### src/rtl/div_pkg.sv
`default_nettype none
// +----------------------------------------------------------------------+
// | Module      : div_pkg                                                |
// | Description : Shared types and constants for the iterative RV32M     |
// |               divide/remainder unit (opcode and FSM state encodings, |
// |               iteration count, signed-overflow operand patterns).    |
// | Revision    : 1.0  initial release                                   |
// +----------------------------------------------------------------------+
package div_pkg;

   localparam int DIV_XLEN = 32;
   localparam int DIV_ITER = DIV_XLEN;

   // Operand pair whose signed quotient does not fit in XLEN bits.
   localparam logic [DIV_XLEN-1:0] DIV_OVF_DIVIDEND = 32'h8000_0000;
   localparam logic [DIV_XLEN-1:0] DIV_OVF_DIVISOR  = 32'hFFFF_FFFF;

   typedef enum logic [1:0] {
      OP_DIV  = 2'd0,
      OP_DIVU = 2'd1,
      OP_REM  = 2'd2,
      OP_REMU = 2'd3
   } div_op_e;

   typedef enum logic [1:0] {
      IDLE = 2'd0,
      CALC = 2'd1,
      DONE = 2'd2
   } div_state_e;

   function automatic logic op_is_signed(div_op_e op);
      return (op == OP_DIV) || (op == OP_REM);
   endfunction

   function automatic logic op_is_rem(div_op_e op);
      return (op == OP_REM) || (op == OP_REMU);
   endfunction

endpackage
`default_nettype wire

### src/rtl/div_step.sv
`default_nettype none
// +----------------------------------------------------------------------+
// | Module      : div_step                                               |
// | Description : One radix-2 restoring division iteration, purely       |
// |               combinational: shift {rem,quo} left one bit, trial-    |
// |               subtract the divisor, keep the difference and set the  |
// |               new quotient bit when it does not go negative.         |
// | Ports       : rem_i      partial remainder (always < divisor_i)      |
// |               quo_i      dividend bits still to shift in / quotient  |
// |               divisor_i  unsigned divisor magnitude                  |
// |               next_rem_o partial remainder after this step           |
// |               next_quo_o quotient/dividend register after this step  |
// | Revision    : 1.0  initial release                                   |
// +----------------------------------------------------------------------+
module div_step #(
   parameter int XLEN = 32
) (
   input  logic [XLEN-1:0] rem_i,
   input  logic [XLEN-1:0] quo_i,
   input  logic [XLEN-1:0] divisor_i,
   output logic [XLEN-1:0] next_rem_o,
   output logic [XLEN-1:0] next_quo_o
);

   logic [XLEN:0] w_rem_sh;
   logic [XLEN:0] w_diff;
   logic          w_fits;

   // Shifted remainder needs one extra bit: it can reach 2*divisor-1.
   assign w_rem_sh = {rem_i, quo_i[XLEN-1]};

   // Trial subtract on the low XLEN bits. If the shifted-out top bit is
   // set the true value already exceeds any divisor, so the subtraction
   // always succeeds and the modular low bits are the exact difference.
   assign w_diff = {1'b0, w_rem_sh[XLEN-1:0]} - {1'b0, divisor_i};
   assign w_fits = w_rem_sh[XLEN] | ~w_diff[XLEN];

   assign next_rem_o = w_fits ? w_diff[XLEN-1:0] : w_rem_sh[XLEN-1:0];
   assign next_quo_o = {quo_i[XLEN-2:0], w_fits};

endmodule
`default_nettype wire

### src/rtl/div_unit.sv
`default_nettype none
// +----------------------------------------------------------------------+
// | Module      : div_unit                                               |
// | Description : Iterative RV32M DIV/DIVU/REM/REMU unit. Operands are   |
// |               reduced to magnitudes on issue, divided one bit per    |
// |               cycle by div_step, and sign-corrected in DONE.         |
// |               Divide by zero and signed overflow produce the RISC-V  |
// |               defined results without trapping.                      |
// | Ports       : clk, reset (async, active-high)                        |
// |               start/op/dividend/divisor/rd_in : issue, IDLE only     |
// |               flush     : synchronous kill of the operation          |
// |               busy      : unit occupied (state != IDLE)              |
// |               valid_out : one-cycle result strobe                    |
// |               result/rd_out : result and tag, qualified by valid_out |
// | Options     : DIV_FAST_PATH_EN - when defined, divide-by-zero and    |
// |               signed overflow skip the iteration loop (IDLE->DONE).  |
// | Revision    : 1.0  initial release                                   |
// +----------------------------------------------------------------------+
module div_unit #(
   parameter int XLEN  = 32,
   parameter int TAG_W = 5
) (
   input  logic             clk,
   input  logic             reset,
   input  logic             start,
   input  logic [1:0]       op,
   input  logic [XLEN-1:0]  dividend,
   input  logic [XLEN-1:0]  divisor,
   input  logic [TAG_W-1:0] rd_in,
   input  logic             flush,
   output logic             busy,
   output logic             valid_out,
   output logic [XLEN-1:0]  result,
   output logic [TAG_W-1:0] rd_out
);

   import div_pkg::*;

   localparam int c_cnt_w = $clog2(XLEN);

   div_state_e         state_q, state_d;
   div_op_e            op_q, op_d;
   logic [TAG_W-1:0]   rd_q, rd_d;
   logic [XLEN-1:0]    rem_q, rem_d;
   logic [XLEN-1:0]    quo_q, quo_d;
   logic [XLEN-1:0]    dvs_q, dvs_d;
   logic [c_cnt_w-1:0] cnt_q, cnt_d;
   logic               q_neg_q, q_neg_d;
   logic               r_neg_q, r_neg_d;
   logic [XLEN-1:0]    result_q, result_d;
   logic [TAG_W-1:0]   rd_out_q, rd_out_d;

   div_op_e         w_op;
   logic            w_signed;
   logic            w_a_neg;
   logic            w_b_neg;
   logic            w_div_zero;
   logic [XLEN-1:0] w_abs_a;
   logic [XLEN-1:0] w_abs_b;
   logic [XLEN-1:0] w_next_rem;
   logic [XLEN-1:0] w_next_quo;
   logic [XLEN-1:0] w_quo_fix;
   logic [XLEN-1:0] w_rem_fix;
   logic [XLEN-1:0] w_res;
   logic            w_valid;

   // ---------------- issue-side operand conditioning ----------------
   assign w_op       = div_op_e'(op);
   assign w_signed   = op_is_signed(w_op);
   assign w_a_neg    = w_signed & dividend[XLEN-1];
   assign w_b_neg    = w_signed & divisor[XLEN-1];
   assign w_div_zero = (divisor == '0);
   assign w_abs_a    = w_a_neg ? -dividend : dividend;
   assign w_abs_b    = w_b_neg ? -divisor  : divisor;

`ifdef DIV_FAST_PATH_EN
   localparam logic [XLEN-1:0] c_ovf_dividend = {1'b1, {(XLEN-1){1'b0}}};
   localparam logic [XLEN-1:0] c_ovf_divisor  = {XLEN{1'b1}};
   logic w_ovf;
   assign w_ovf = w_signed && (dividend == c_ovf_dividend) && (divisor == c_ovf_divisor);
`endif

   // ---------------- iteration datapath ----------------
   div_step #(
      .XLEN(XLEN)
   ) u_step (
      .rem_i      (rem_q),
      .quo_i      (quo_q),
      .divisor_i  (dvs_q),
      .next_rem_o (w_next_rem),
      .next_quo_o (w_next_quo)
   );

   // ---------------- sign correction ----------------
   assign w_quo_fix = q_neg_q ? -quo_q : quo_q;
   assign w_rem_fix = r_neg_q ? -rem_q : rem_q;
   assign w_res     = op_is_rem(op_q) ? w_rem_fix : w_quo_fix;

   // ---------------- FSM: next state and datapath ----------------
   always_comb begin
      state_d  = state_q;
      op_d     = op_q;
      rd_d     = rd_q;
      rem_d    = rem_q;
      quo_d    = quo_q;
      dvs_d    = dvs_q;
      cnt_d    = cnt_q;
      q_neg_d  = q_neg_q;
      r_neg_d  = r_neg_q;
      result_d = result_q;
      rd_out_d = rd_out_q;
      w_valid  = 1'b0;

      case (state_q)
         IDLE: begin
            if (start && !flush) begin
               op_d    = w_op;
               rd_d    = rd_in;
               rem_d   = '0;
               quo_d   = w_abs_a;
               dvs_d   = w_abs_b;
               cnt_d   = c_cnt_w'(XLEN - 1);
               // With a zero divisor the loop already yields all-ones,
               // which must not be negated; the remainder still takes the
               // dividend's sign so it comes back as the dividend itself.
               q_neg_d = (w_a_neg ^ w_b_neg) & ~w_div_zero;
               r_neg_d = w_a_neg;
               state_d = CALC;
`ifdef DIV_FAST_PATH_EN
               if (w_div_zero || w_ovf) begin
                  // Preload the magnitudes the loop would have produced.
                  cnt_d   = '0;
                  state_d = DONE;
                  if (w_div_zero) begin
                     quo_d = '1;
                     rem_d = w_abs_a;
                  end else begin
                     quo_d = w_abs_a;
                     rem_d = '0;
                  end
               end
`endif
            end
         end

         CALC: begin
            if (flush) begin
               state_d = IDLE;
            end else begin
               rem_d = w_next_rem;
               quo_d = w_next_quo;
               if (cnt_q == '0) begin
                  state_d = DONE;
               end else begin
                  cnt_d = cnt_q - 1'b1;
               end
            end
         end

         DONE: begin
            state_d = IDLE;
            if (!flush) begin
               w_valid  = 1'b1;
               result_d = w_res;
               rd_out_d = rd_q;
            end
         end

         default: state_d = IDLE;
      endcase
   end

   always_ff @(posedge clk or posedge reset) begin
      if (reset) begin
         state_q  <= IDLE;
         op_q     <= OP_DIV;
         rd_q     <= '0;
         rem_q    <= '0;
         quo_q    <= '0;
         dvs_q    <= '0;
         cnt_q    <= '0;
         q_neg_q  <= 1'b0;
         r_neg_q  <= 1'b0;
         result_q <= '0;
         rd_out_q <= '0;
      end else begin
         state_q  <= state_d;
         op_q     <= op_d;
         rd_q     <= rd_d;
         rem_q    <= rem_d;
         quo_q    <= quo_d;
         dvs_q    <= dvs_d;
         cnt_q    <= cnt_d;
         q_neg_q  <= q_neg_d;
         r_neg_q  <= r_neg_d;
         result_q <= result_d;
         rd_out_q <= rd_out_d;
      end
   end

   // ---------------- outputs ----------------
   // The result is presented during the DONE cycle itself and then held
   // in result_q/rd_out_q until the next completion.
   assign busy      = (state_q != IDLE);
   assign valid_out = w_valid;
   assign result    = w_valid ? w_res : result_q;
   assign rd_out    = w_valid ? rd_q  : rd_out_q;

endmodule
`default_nettype wire
### config.mk
export PLATFORM = sky130hd
export DESIGN_NAME = div_unit
export DESIGN_NICKNAME = d
export VERILOG_FILES = /design/src/rtl/div_pkg.sv /design/src/rtl/div_step.sv /design/src/rtl/div_unit.sv
export SDC_FILE = /design/constraint.sdc
export NUM_CORES = 1
export LEC_CHECK = 0
export CAP_MARGIN = 10
export CORE_MARGIN = 3
export CORE_UTILIZATION = 30
export CTS_BUF_LIST = sky130_fd_sc_hd__clkbuf_16
export DETAILED_ROUTE_END_ITERATION = 16
export GPL_TIMING_DRIVEN = 0
export SLEW_MARGIN = 20
export SYNTH_ARGS = -nofsm -noshare
export SYNTH_HDL_FRONTEND = slang
export SYNTH_SLANG_ARGS = --single-unit
export TNS_END_PERCENT = 10
### constraint.sdc
create_clock -name clk -period 7.15 [get_ports clk]
set_input_delay 1.43 -clock clk [delete_from_list [all_inputs] [get_ports clk]]
set_output_delay 1.43 -clock clk [all_outputs]
set_load 0.005 [all_outputs]
==> impl_results.rst, run 1 <==
.. list-table::
   :header-rows: 1

   * - Metric
     - Value
   * - Result of the run
     - finished, final reports clean
   * - Height of the chip
     - 195 um
   * - Worst hold slack
     - 0.475 ns
   * - Top achievable clock speed
     - 178 MHz
   * - Maximum number of buffers from clock root to sink
     - 2
   * - Initial DRC count
     - 770
   * - RSZ-0062 raised after global routing
     - no
   * - Part of the total power dissipated in sequential elements
     - 28.9%
   * - Crit-path slowest cell
     - sky130_fd_sc_hd__or4_1
   * - Starting utilization of the core area
     - 30.8%
   * - Total of fill cells in the finished design
     - 3611
   * - Areal power density over the cells
     - 330 mW/mm^2
   * - Number of vias after detailed routing
     - 10200
   * - Data arrival at the endpoint of the critical path
     - 4.19 ns
   * - Share of flip-flops with an asynchronous set or reset
     - 100%
   * - Global route overflow
     - 0
   * - Critical path class
     - flop to output pin
   * - H-Tree Depth
     - 4
   * - Global-route usage over all layers
     - 17.8%
   * - Unique masters post-synth
     - 66
   * - Worst rel slew slack
     - 49.7%
   * - DRC violation count after routing
     - 0
   * - Die Span X
     - 195 um
   * - Worst path max stage delay
     - 0.57 ns
   * - Wire length of the first global-routing pass
     - 54.4 mm
   * - Clock transition at the registers of the reported paths
     - 0.07 ns
   * - Final-report max-slew violation count
     - 0
   * - Count of flip-flops with a built-in enable after synthesis
     - 0
   * - Worst slack at placement
     - 1.68 ns
   * - Initial antenna violation count
     - 2
   * - Placeable core area
     - 0.0350 sq mm
   * - Combined area of all synthesized cells
     - 0.0108 sq mm
   * - Kind of launch point of the worst setup path
     - flop
   * - Final count of hold timing violations
     - 0
   * - Nets in the synthesized netlist
     - 1456
   * - Antenna violation net count after detailed routing
     - 0
   * - Leading cell type in the layout, fill and taps excluded
     - sky130_fd_sc_hd__nand2_1
   * - Setup violation total in the final timing report
     - 0
   * - Final total negative setup slack
     - 0 ns
   * - Register bit total from synthesis
     - 148
   * - Commonest register cell after synthesis
     - sky130_fd_sc_hd__dfrtp_1
   * - Rows
     - 68
   * - Vias in the first global route
     - 9954
   * - Final Skew
     - 0.00925 ns
   * - Internal Power
     - 2.43 mW
   * - Ratio of routed vias to standard cells
     - 5.26
   * - Number of clock sinks
     - 148
   * - Hold Path Depth
     - 2
   * - Full die area
     - 0.0382 sq mm
   * - Post-cts resize count
     - 0
   * - Kind of path behind the tightest hold check
     - flop to flop
   * - # nets final
     - 1590
   * - Pin count of the biggest net entering global routing
     - 88
   * - Postcts setup bufs
     - 0
   * - Most frequent cells in the layout
     - sky130_fd_sc_hd__nand2_1 (215), sky130_fd_sc_hd__o21ai_0 (157), sky130_fd_sc_hd__dfrtp_1 (148), sky130_fd_sc_hd__clkdlybuf4s50_1 (113), sky130_fd_sc_hd__a21oi_1 (98)
   * - Number of warnings printed during yosys synthesis
     - 0
   * - Io pins
     - 114
   * - Max Cap Violations
     - 0
   * - Synth-to-layout area growth
     - 21.7%
   * - Cells along the critical path
     - or4_1, or3_1, or3_1, or3_4, or3_4, o31ai_2, xor2_1, o211ai_1, clkdlybuf4s50_1
   * - Endpoint kind of the worst setup timing path
     - output pin
   * - Mean area per synthesized cell
     - 8.02 sq um
   * - R2R depth
     - 11
   * - Share of layout cells above drive strength 1
     - 3.83%
   * - Total Wirelength
     - 34.3 mm
   * - Total CTS buffers
     - 17
   * - NetSw
     - 1.89 mW
   * - IO buf count
     - 113
   * - Portion of total power attributed to combinational logic
     - 49.6%
   * - Number of diodes
     - 0
   * - Cell area after placement
     - 0.0125 sq mm
   * - Net switching fraction of the power
     - 43.7%
   * - Reported leakage power
     - 5.52 nW
   * - Sequential share of the synthesized area
     - 34.4%
   * - Share of the cycle needed by the critical path after routing
     - 78.7%
   * - Worst Path Max Fanout
     - 6
   * - Clock tree from TritonCTS
     - done
   * - Layout Cell Area excl Fill
     - 0.0131 sq mm
   * - Final worst-path setup slack
     - 1.53 ns
   * - GP Congestion
     - 0.905
   * - CTS Root Buffer Type
     - sky130_fd_sc_hd__clkbuf_16
   * - Later-pin clock latency in the skew report
     - 0.44 ns
   * - Initial DRT Pass Iterations
     - 8
   * - Synth Instances
     - 1342
   * - Post-CTS Hold Buffers
     - 0
   * - Post-DP HPWL
     - 26.7 mm
   * - Overall power consumption
     - 4.32 mW
   * - Worst path required time
     - 5.72 ns
   * - Time the final worst path needs with I/O delays and setup
     - 5.62 ns
   * - Routed length per placed instance
     - 17.7 um
   * - Proportion of power drawn by the clock network
     - 21.4%
   * - Worst VDD drop
     - 0.162 mV
   * - Slew at the pin closest to its max-slew limit
     - 0.755 ns
critical path, delay by kind of cell (launching register included):
family | cells | cell delay (ns)
simple gates | 5 | 1.96
buf+inv | 1 | 0.50
flops | 1 | 0.47
xor+xnor | 1 | 0.43
compound gates | 2 | 0.39
path summary, 6_finish.rpt:
| check | slack [ns] | to | start |
|---|---|---|---|
| max | 1.53 | result[31] | rem_q[21] |
| min | 0.47 | rd_q[1] | rd_q[1] |
| max reg2reg | 3.30 | rem_q[30] | rem_q[14] |
| min reg2reg | 0.47 | rd_q[1] | rd_q[1] |
| max in group asynchronous | 4.87 | quo_q[23] | reset |
| min in group asynchronous | 1.45 | rem_q[9] | reset |
power by group through the flow:
stage	registers (mW)	logic, mW	clock network (mW)
global route	1.27	2.39	0.974
finish	1.25	2.15	0.927
detailed placement	1.26	2.11	0
CTS	1.24	2.12	0.937
global placement	1.25	2.07	0
floorplan	1.17	1.60	0
area by class of cell:
type / count / area, sq um / share of cell area, %
buffer: 71 / 274 / 2.09
clock buffer: 17 / 425 / 3.25
clock inverter: 14 / 164 / 1.25
inverter: 58 / 225 / 1.72
multi-input combinational: 1065 / 6570 / 50.2
sequential: 148 / 3700 / 28.3
tap: 455 / 569 / 4.35
timing repair buffer: 115 / 1170 / 8.90
routing by layer:
layer	global-route usage (%)	share of wire, %	wire length, um
met4	4.89	1.9	666
met3	3.09	6.4	2200
met1	24.5	47	16000
met2	28.7	45	15500
met5	0	0.084	29
registers in the layout (all words and copies together), names as in the netlist:
signal,cells
dvs_q,32
quo_q,32
rem_q,32
result_q,32
cnt_q,5
rd_out_q,5
rd_q,5
state_q,2
op_q,1
q_neg_q,1
r_neg_q,1
cells in the mapped netlist, drive strengths merged, types with 10 or more instances:
library cell    n  share of area, %
a21o           18               1.3
a21oi          98               4.6
a31oi          11              0.64
a32oi          11              0.90
clkbuf         65               2.3
dfrtp         148                34
ha             38               4.4
inv            58               2.0
mux2i          24               2.2
nand2         215               7.5
nand2b         23               1.3
nand3          14              0.65
nor2           85               3.0
nor2b          10              0.58
nor3           27               1.3
nor4           13              0.81
o21ai         170               8.0
o221ai         10              0.81
o31ai          29               2.2
or3            24               1.6
or4            10              0.80
xnor2          70               5.7
xor2           75               6.1
stage by stage:
step | cells | utilization, %
after floorplan | 1342 | -
after global placement | 1910 | 35.6
after detailed placement | 1912 | 35.8
after CTS | 1943 | 37.5
after global routing | 1943 | 37.5
final | 1943 | 37.5
cells by family (layout without fill, tap and decap cells):
logic type	Yosys count	after routing	share of synthesized area (%)
AO/OA/AOI/OAI	397	397	22.1
XOR/XNOR	145	145	11.8
adder cells (fa/ha/maj)	39	39	4.60
buffers and inverters	129	275	4.57
flip-flops	148	148	34.4
multiplexers	25	25	2.34
AND/OR/NAND/NOR	459	459	20.1
No activity file was read; power rests on OpenSTA's default activity.
==> inputs of run 2 (changes only) <==
==> constraint.sdc (replaced) <==
create_clock -name clk -period 5.7 [get_ports clk]
set_input_delay 1.14 -clock clk [delete_from_list [all_inputs] [get_ports clk]]
set_output_delay 1.14 -clock clk [all_outputs]
set_load 0.005 [all_outputs]
==> results of run 2 <==
Same layout as run 1 (identical final DEF). Status: finished, final reports clean.
Among the figures that moved: setup slack after placement 1.68 ns -> 0.808 ns; setup slack after layout 1.53 ns -> 0.366 ns; register-to-register setup slack 3.30 ns -> 1.85 ns; total power 4.32 mW -> 5.42 mW; worst IR drop on VDD 0.162 mV -> 0.204 mV
